--- config.mk ---
export PLATFORM = sky130hd
export DESIGN_NAME = ram_arbiter
export DESIGN_NICKNAME = d
export VERILOG_FILES = /design/src/rtl/ram_arbiter.sv
export SDC_FILE = /design/constraint.sdc
export NUM_CORES = 1
export LEC_CHECK = 0
export ABC_AREA = 1
export BUFFER_PORTS_ARGS = -buffer_cell sky130_fd_sc_hd__buf_2
export CAP_MARGIN = 20
export CORE_MARGIN = 3
export CORE_UTILIZATION = 35
export CTS_BUF_LIST = sky130_fd_sc_hd__clkbuf_4 sky130_fd_sc_hd__clkbuf_8 sky130_fd_sc_hd__clkbuf_16
export DETAILED_ROUTE_END_ITERATION = 8
export GPL_TIMING_DRIVEN = 0
export REMOVE_ABC_BUFFERS = 1
export SLEW_MARGIN = 20
export SYNTH_ARGS = -nofsm -noshare
export SYNTH_HDL_FRONTEND = slang
export SYNTH_SLANG_ARGS = --single-unit
--- constraint.sdc ---
create_clock -name clk -period 1.79 [get_ports clk]
set_input_delay 0.0895 -clock clk [delete_from_list [all_inputs] [get_ports clk]]
set_output_delay 0.0895 -clock clk [all_outputs]
set_load 0.05 [all_outputs]
--- src/rtl/ram_arbiter.sv ---
// Two-requester round-robin arbiter in front of a single-port RAM.
// Writes complete in the grant cycle; reads hold the RAM until data returns or a timeout fires.
module ram_arbiter #(
    parameter int ADDR_WIDTH = 10,
    parameter int TIMEOUT    = 15
) (
    input  logic                  clk,
    input  logic                  reset,
    input  logic                  m0_req,
    input  logic                  m0_we,
    input  logic [31:0]           m0_addr,
    input  logic [31:0]           m0_wdata,
    output logic                  m0_gnt,
    output logic [31:0]           m0_rdata,
    output logic                  m0_rvalid,
    input  logic                  m1_req,
    input  logic                  m1_we,
    input  logic [31:0]           m1_addr,
    input  logic [31:0]           m1_wdata,
    output logic                  m1_gnt,
    output logic [31:0]           m1_rdata,
    output logic                  m1_rvalid,
    output logic [ADDR_WIDTH-1:0] ram_addr,
    output logic                  ram_we,
    output logic [31:0]           ram_wdata,
    input  logic [31:0]           ram_rdata,
    input  logic                  ram_rdata_valid,
    output logic                  rd_timeout,
    output logic                  dbg_rd_wait
);

    // Handshake: a requester holds req (with we/addr/wdata stable) until it sees gnt
    // in the same cycle; rvalid is a single-cycle pulse carrying rdata, no back-pressure.

    typedef enum logic {
        IDLE    = 1'b0,
        RD_WAIT = 1'b1
    } state_t;

    localparam logic [31:0] TIMEOUT_DATA = 32'hDEAD_BEEF;

    state_t      state_q, state_d;
    logic        last_q, last_d;
    logic        owner_q, owner_d;
    logic [7:0]  cnt_q, cnt_d;
    logic [31:0] m0_rdata_q, m0_rdata_d;
    logic [31:0] m1_rdata_q, m1_rdata_d;

    logic        win1;
    logic        we_w;
    logic        deliver;
    logic [31:0] dval;

    logic unused_addr_bits;
    assign unused_addr_bits = ^{m0_addr[31:ADDR_WIDTH+2], m0_addr[1:0],
                                m1_addr[31:ADDR_WIDTH+2], m1_addr[1:0]};

    always_comb begin
        state_d    = state_q;
        last_d     = last_q;
        owner_d    = owner_q;
        cnt_d      = cnt_q;
        m0_rdata_d = m0_rdata_q;
        m1_rdata_d = m1_rdata_q;
        m0_gnt     = 1'b0;
        m1_gnt     = 1'b0;
        m0_rvalid  = 1'b0;
        m1_rvalid  = 1'b0;
        rd_timeout = 1'b0;
        ram_addr   = m0_addr[ADDR_WIDTH+1:2];
        ram_we     = 1'b0;
        ram_wdata  = m0_wdata;
        // On a tie the requester that was not granted last wins.
        win1       = m1_req && (!m0_req || !last_q);
        we_w       = 1'b0;
        deliver    = 1'b0;
        dval       = '0;

        if (!reset) begin
            case (state_q)
                IDLE: begin
                    if (m0_req || m1_req) begin
                        m0_gnt    = !win1;
                        m1_gnt    = win1;
                        ram_addr  = win1 ? m1_addr[ADDR_WIDTH+1:2] : m0_addr[ADDR_WIDTH+1:2];
                        ram_wdata = win1 ? m1_wdata : m0_wdata;
                        we_w      = win1 ? m1_we : m0_we;
                        ram_we    = we_w;
                        last_d    = win1;
                        if (!we_w) begin
                            state_d = RD_WAIT;
                            owner_d = win1;
                            cnt_d   = 8'd0;
                        end
                    end
                end
                RD_WAIT: begin
                    // Real data takes priority over a timeout in the same cycle.
                    if (ram_rdata_valid) begin
                        deliver = 1'b1;
                        dval    = ram_rdata;
                    end else if (cnt_q == 8'(TIMEOUT - 1)) begin
                        deliver    = 1'b1;
                        dval       = TIMEOUT_DATA;
                        rd_timeout = 1'b1;
                    end else begin
                        cnt_d = cnt_q + 8'd1;
                    end
                    if (deliver) begin
                        state_d = IDLE;
                        if (owner_q) begin
                            m1_rvalid  = 1'b1;
                            m1_rdata_d = dval;
                        end else begin
                            m0_rvalid  = 1'b1;
                            m0_rdata_d = dval;
                        end
                    end
                end
                default: state_d = IDLE;
            endcase
        end

        m0_rdata = m0_rdata_d;
        m1_rdata = m1_rdata_d;
    end

    always_ff @(posedge clk) begin
        if (reset) begin
            state_q    <= IDLE;
            last_q     <= 1'b1;
            owner_q    <= 1'b0;
            cnt_q      <= 8'd0;
            m0_rdata_q <= '0;
            m1_rdata_q <= '0;
        end else begin
            state_q    <= state_d;
            last_q     <= last_d;
            owner_q    <= owner_d;
            cnt_q      <= cnt_d;
            m0_rdata_q <= m0_rdata_d;
            m1_rdata_q <= m1_rdata_d;
        end
    end

    assign dbg_rd_wait = (state_q == RD_WAIT);

endmodule

==> summary.md <==
| Metric | Value |
|---|---|
| Status | finished, violations left |
| Failing checks | setup timing |
| Root buf cell | clkbuf_16 |
| Final Cycle Share | 118.8% |
| I/O pin total | 280 |
| Largest net degree at the start of global routing | 67 |
| Setup_tns | -29.83 ns |
| Crit Path Class | flop to output pin |
| Area taken by multi-input logic gates | approximately 5500 um2 |
| Std cell rows | 46 |
| Leading area contributor after synthesis | nand2_1 |
| Post-Syn Area per Cell | approximately 5.4 um2 |
| Synth area leaders | nand2_1 40%, dfxtp_1 25%, a21oi_1 5.5% |
| Final ANT Viol Nets | 0 |
| Worst-path maximum fanout | 5 |
| Max Buffers Root-to-Sink | 2 |
| Sequential share of the synthesized area | between 20% and 30% |
| Num CTS Buffers | 9 |
| CP bufs+invs | 3 |
| Tmin final | roughly 2.1 ns |
| TritonRoute pass-1 iters | 5 |
| Register area | roughly 1500 um2 |
| Rel. slew slack | between 70% and 80% |
| Most frequent cells in the layout | 489 x nand2_1, 121 x buf_2, 82 x buf_6, 74 x nand2_2, 69 x dfxtp_1 |
| Core area | ~16000 um2 |
| RSZ-0062 raised after global routing | yes |
| Least-Margin Pin Slew | between 0.4 and 0.5 ns |
| Worst slack, placed | -1.916 ns |
| Final hold violations | 0 |
| Max Clock Skew | between 0.008 and 0.009 ns |
| Power per cell area | about 540 nW/um2 |
| Setup ws final | -0.3371 ns |
| CP Cell Sequence | inv_2 -> ha_4 -> nand2_2 -> nor2_4 -> nand2_4 -> nand2_8 -> nand2_8 -> buf_12 -> mux2_4 -> buf_8 |
| Routed len/inst | between 15 and 20 um |
| GR Util All Layers | roughly 29% |
| Number of global-route vias before repair | ~7600 |
| Startpoint types | flop |
| Clock sinks | 75 |
| Die Area | between 15000 and 20000 um2 |
| Worst EP arrival | between 2 and 2.5 ns |
| CTS tree | built |
| H-tree levels | 3 |
| Slowest cell delay on critical path | between 0.3 and 0.4 ns |
| Synthesized flop and latch total | 75 |
| WHS | ~0.060 ns |
| Gr ovfl total | 0 |
| Starting Density | between 30% and 40% |
| VDD IR max | slightly above 0.0004 V |
| YS warnings | 0 |
| FMAX | 0.4701 GHz |
| CP max stage cell | dfxtp_2 |
| Most common cell on crit path | nand2_8 |
| Layout cell share with drive strength beyond 1 | 47.92% |
| Residual DRC | 0 |
| Final Util | around 70% |
| Vias per inst | 5.316 |
| Clk pin slew, worst setup/hold paths | 0.06 ns |
| Setup crit end kind | output pin |
| Fill count | about 1300 |
| Commonest non-fill, non-tap cell in the layout | nand2_1 |
| Yosys cell types | 32 |
| Area growth from synthesis to layout | 91.11% |
| Final nets | approximately 1600 |
| Clock latency on the worst-skew pair | between 0.3 and 0.4 ns |
| 1st-iter DRT viols | approximately 720 |
| Detailed placement HPWL | between 10 and 15 mm |
| Critical Path RT | 1.70 ns |
| First-pass GRT wire length | approximately 42 mm |
| Initial antenna violation count | 1 |
| Area share of the largest cell type after synthesis | 40.16% |
| Max-slew violations | 0 |
| Design Power | a little over 0.006 W |
| Synth Cell Area | between 5000 and 6000 um2 |
| Delay-heaviest family, CP | simple AND/OR/NAND/NOR gates |
| Hold crit path type | input pin to flop |
| Die Width | between 100 and 150 um |
| Mapped Cells | between 1000 and 1500 |
| Port bufs | between 200 and 250 |
| Max Cap Violations | 0 |
| Final setup vio count | between 150 and 200 |
| Detailed Route WL | a little over 30 mm |
| Die Span Y | 136.1 um |
| GP Congestion | 0.7842 |
| Via count | 8574 |
| Leak pwr | ~5.2 nW |
## cell usage after synthesis, drive strengths merged
library cell  count
mux2             10
nor2             79
ha                2
clkbuf           41
or2              17
xor2              3
dfxtp            75
a31oi             9
o22ai             1
inv              22
nor3              2
nand2           636
clkinv            1
o21bai            1
o22a              9
buf              36
a21oi            70
o21ai            37
nand3            47
## cells by family after synthesis
family / share of synthesized area, %
AO/OA/AOI/OAI: 11.87
flip-flops: 25.34
multiplexers: 2.344
XOR/XNOR: 0.4435
buffers and inverters: 7.812
adder cells (fa/ha/maj): 0.4222
AND/OR/NAND/NOR: 51.77
## repair_timing
item	4_1_cts	5_1_grt
hold buffers	0	0
buffers inserted	68	27
pin swaps	56	103
resized for setup	387	367
endpoints found under the hold margin	0	0
setup endpoints to repair	185	177
cloned	28	9
## flip-flops by register name, indices dropped and copies added, names as in the netlist
name / count
m0_rdata_q: 32
owner_q: 1
cnt_q: 8
dbg_rd_wait: 1
m1_rdata_q: 32
last_q: 1
## worst paths after layout
check                            startpoint                   endpoint  slack [ns]  cells after the start
hold / removal                        reset  m1_rdata_q[21]$_SDFF_PP0_        0.06                      2
setup reg to reg      cnt_q[0]$_SDFFE_PP0P_  m0_rdata_q[13]$_SDFF_PP0_       -0.21                     16
setup / recovery      cnt_q[0]$_SDFFE_PP0P_               m0_rdata[26]       -0.34                     10
hold reg to reg   m1_rdata_q[11]$_SDFF_PP0_  m1_rdata_q[11]$_SDFF_PP0_        0.50                      2
## layout make-up
class                   instances  share of cell area, %
diodes                          1                0.02210
multi-input cells             935                  48.17
flip-flops and latches         75                  13.39
repair buffers                335                  30.23
clock inverters                 6                 0.4861
repair inverters               12                  1.668
clock buffers                  10                  2.110
inverters                      23                  1.536
well taps                     216                  2.386
## worst reg2reg max path: cells and delay by family, from the launching register on
family                     cells  cell delay (ns)
buffers and inverters          7             0.83
and+or+nand+nor                7             0.50
DFF                            1             0.32
AOI/OAI and AO/OA              1             0.14
adders and majority gates      1             0.13
## layer usage
| metal | vias to the layer above | track usage, % | share of wire [%] |
|---|---|---|---|
| li1 | 4047 | - | - |
| met1 | 4000 | 35.28 | 38 |
| met2 | 427 | 49.61 | 50 |
| met3 | 100 | 7.624 | 8.7 |
| met4 | 0 | 8.343 | 3.7 |
| met5 | - | 0 | 0 |
## power by group
| group | internal (W) | total, W | switching [W] |
|---|---|---|---|
| sequential | 0.00170 | 0.00174 | 0.0000395 |
| clock | 0.00111 | 0.00188 | 0.000772 |
| combinational | 0.000961 | 0.00250 | 0.00154 |
## stage by stage
step                cell area [um2]  instances
floorplan                      5549       1021
global placement               6995       1472
detailed placement             7226       1480
CTS                            9920       1590
global route                  11320       1613
finish                        11320       1613
Note: power is estimated with default switching activity, not from simulation.
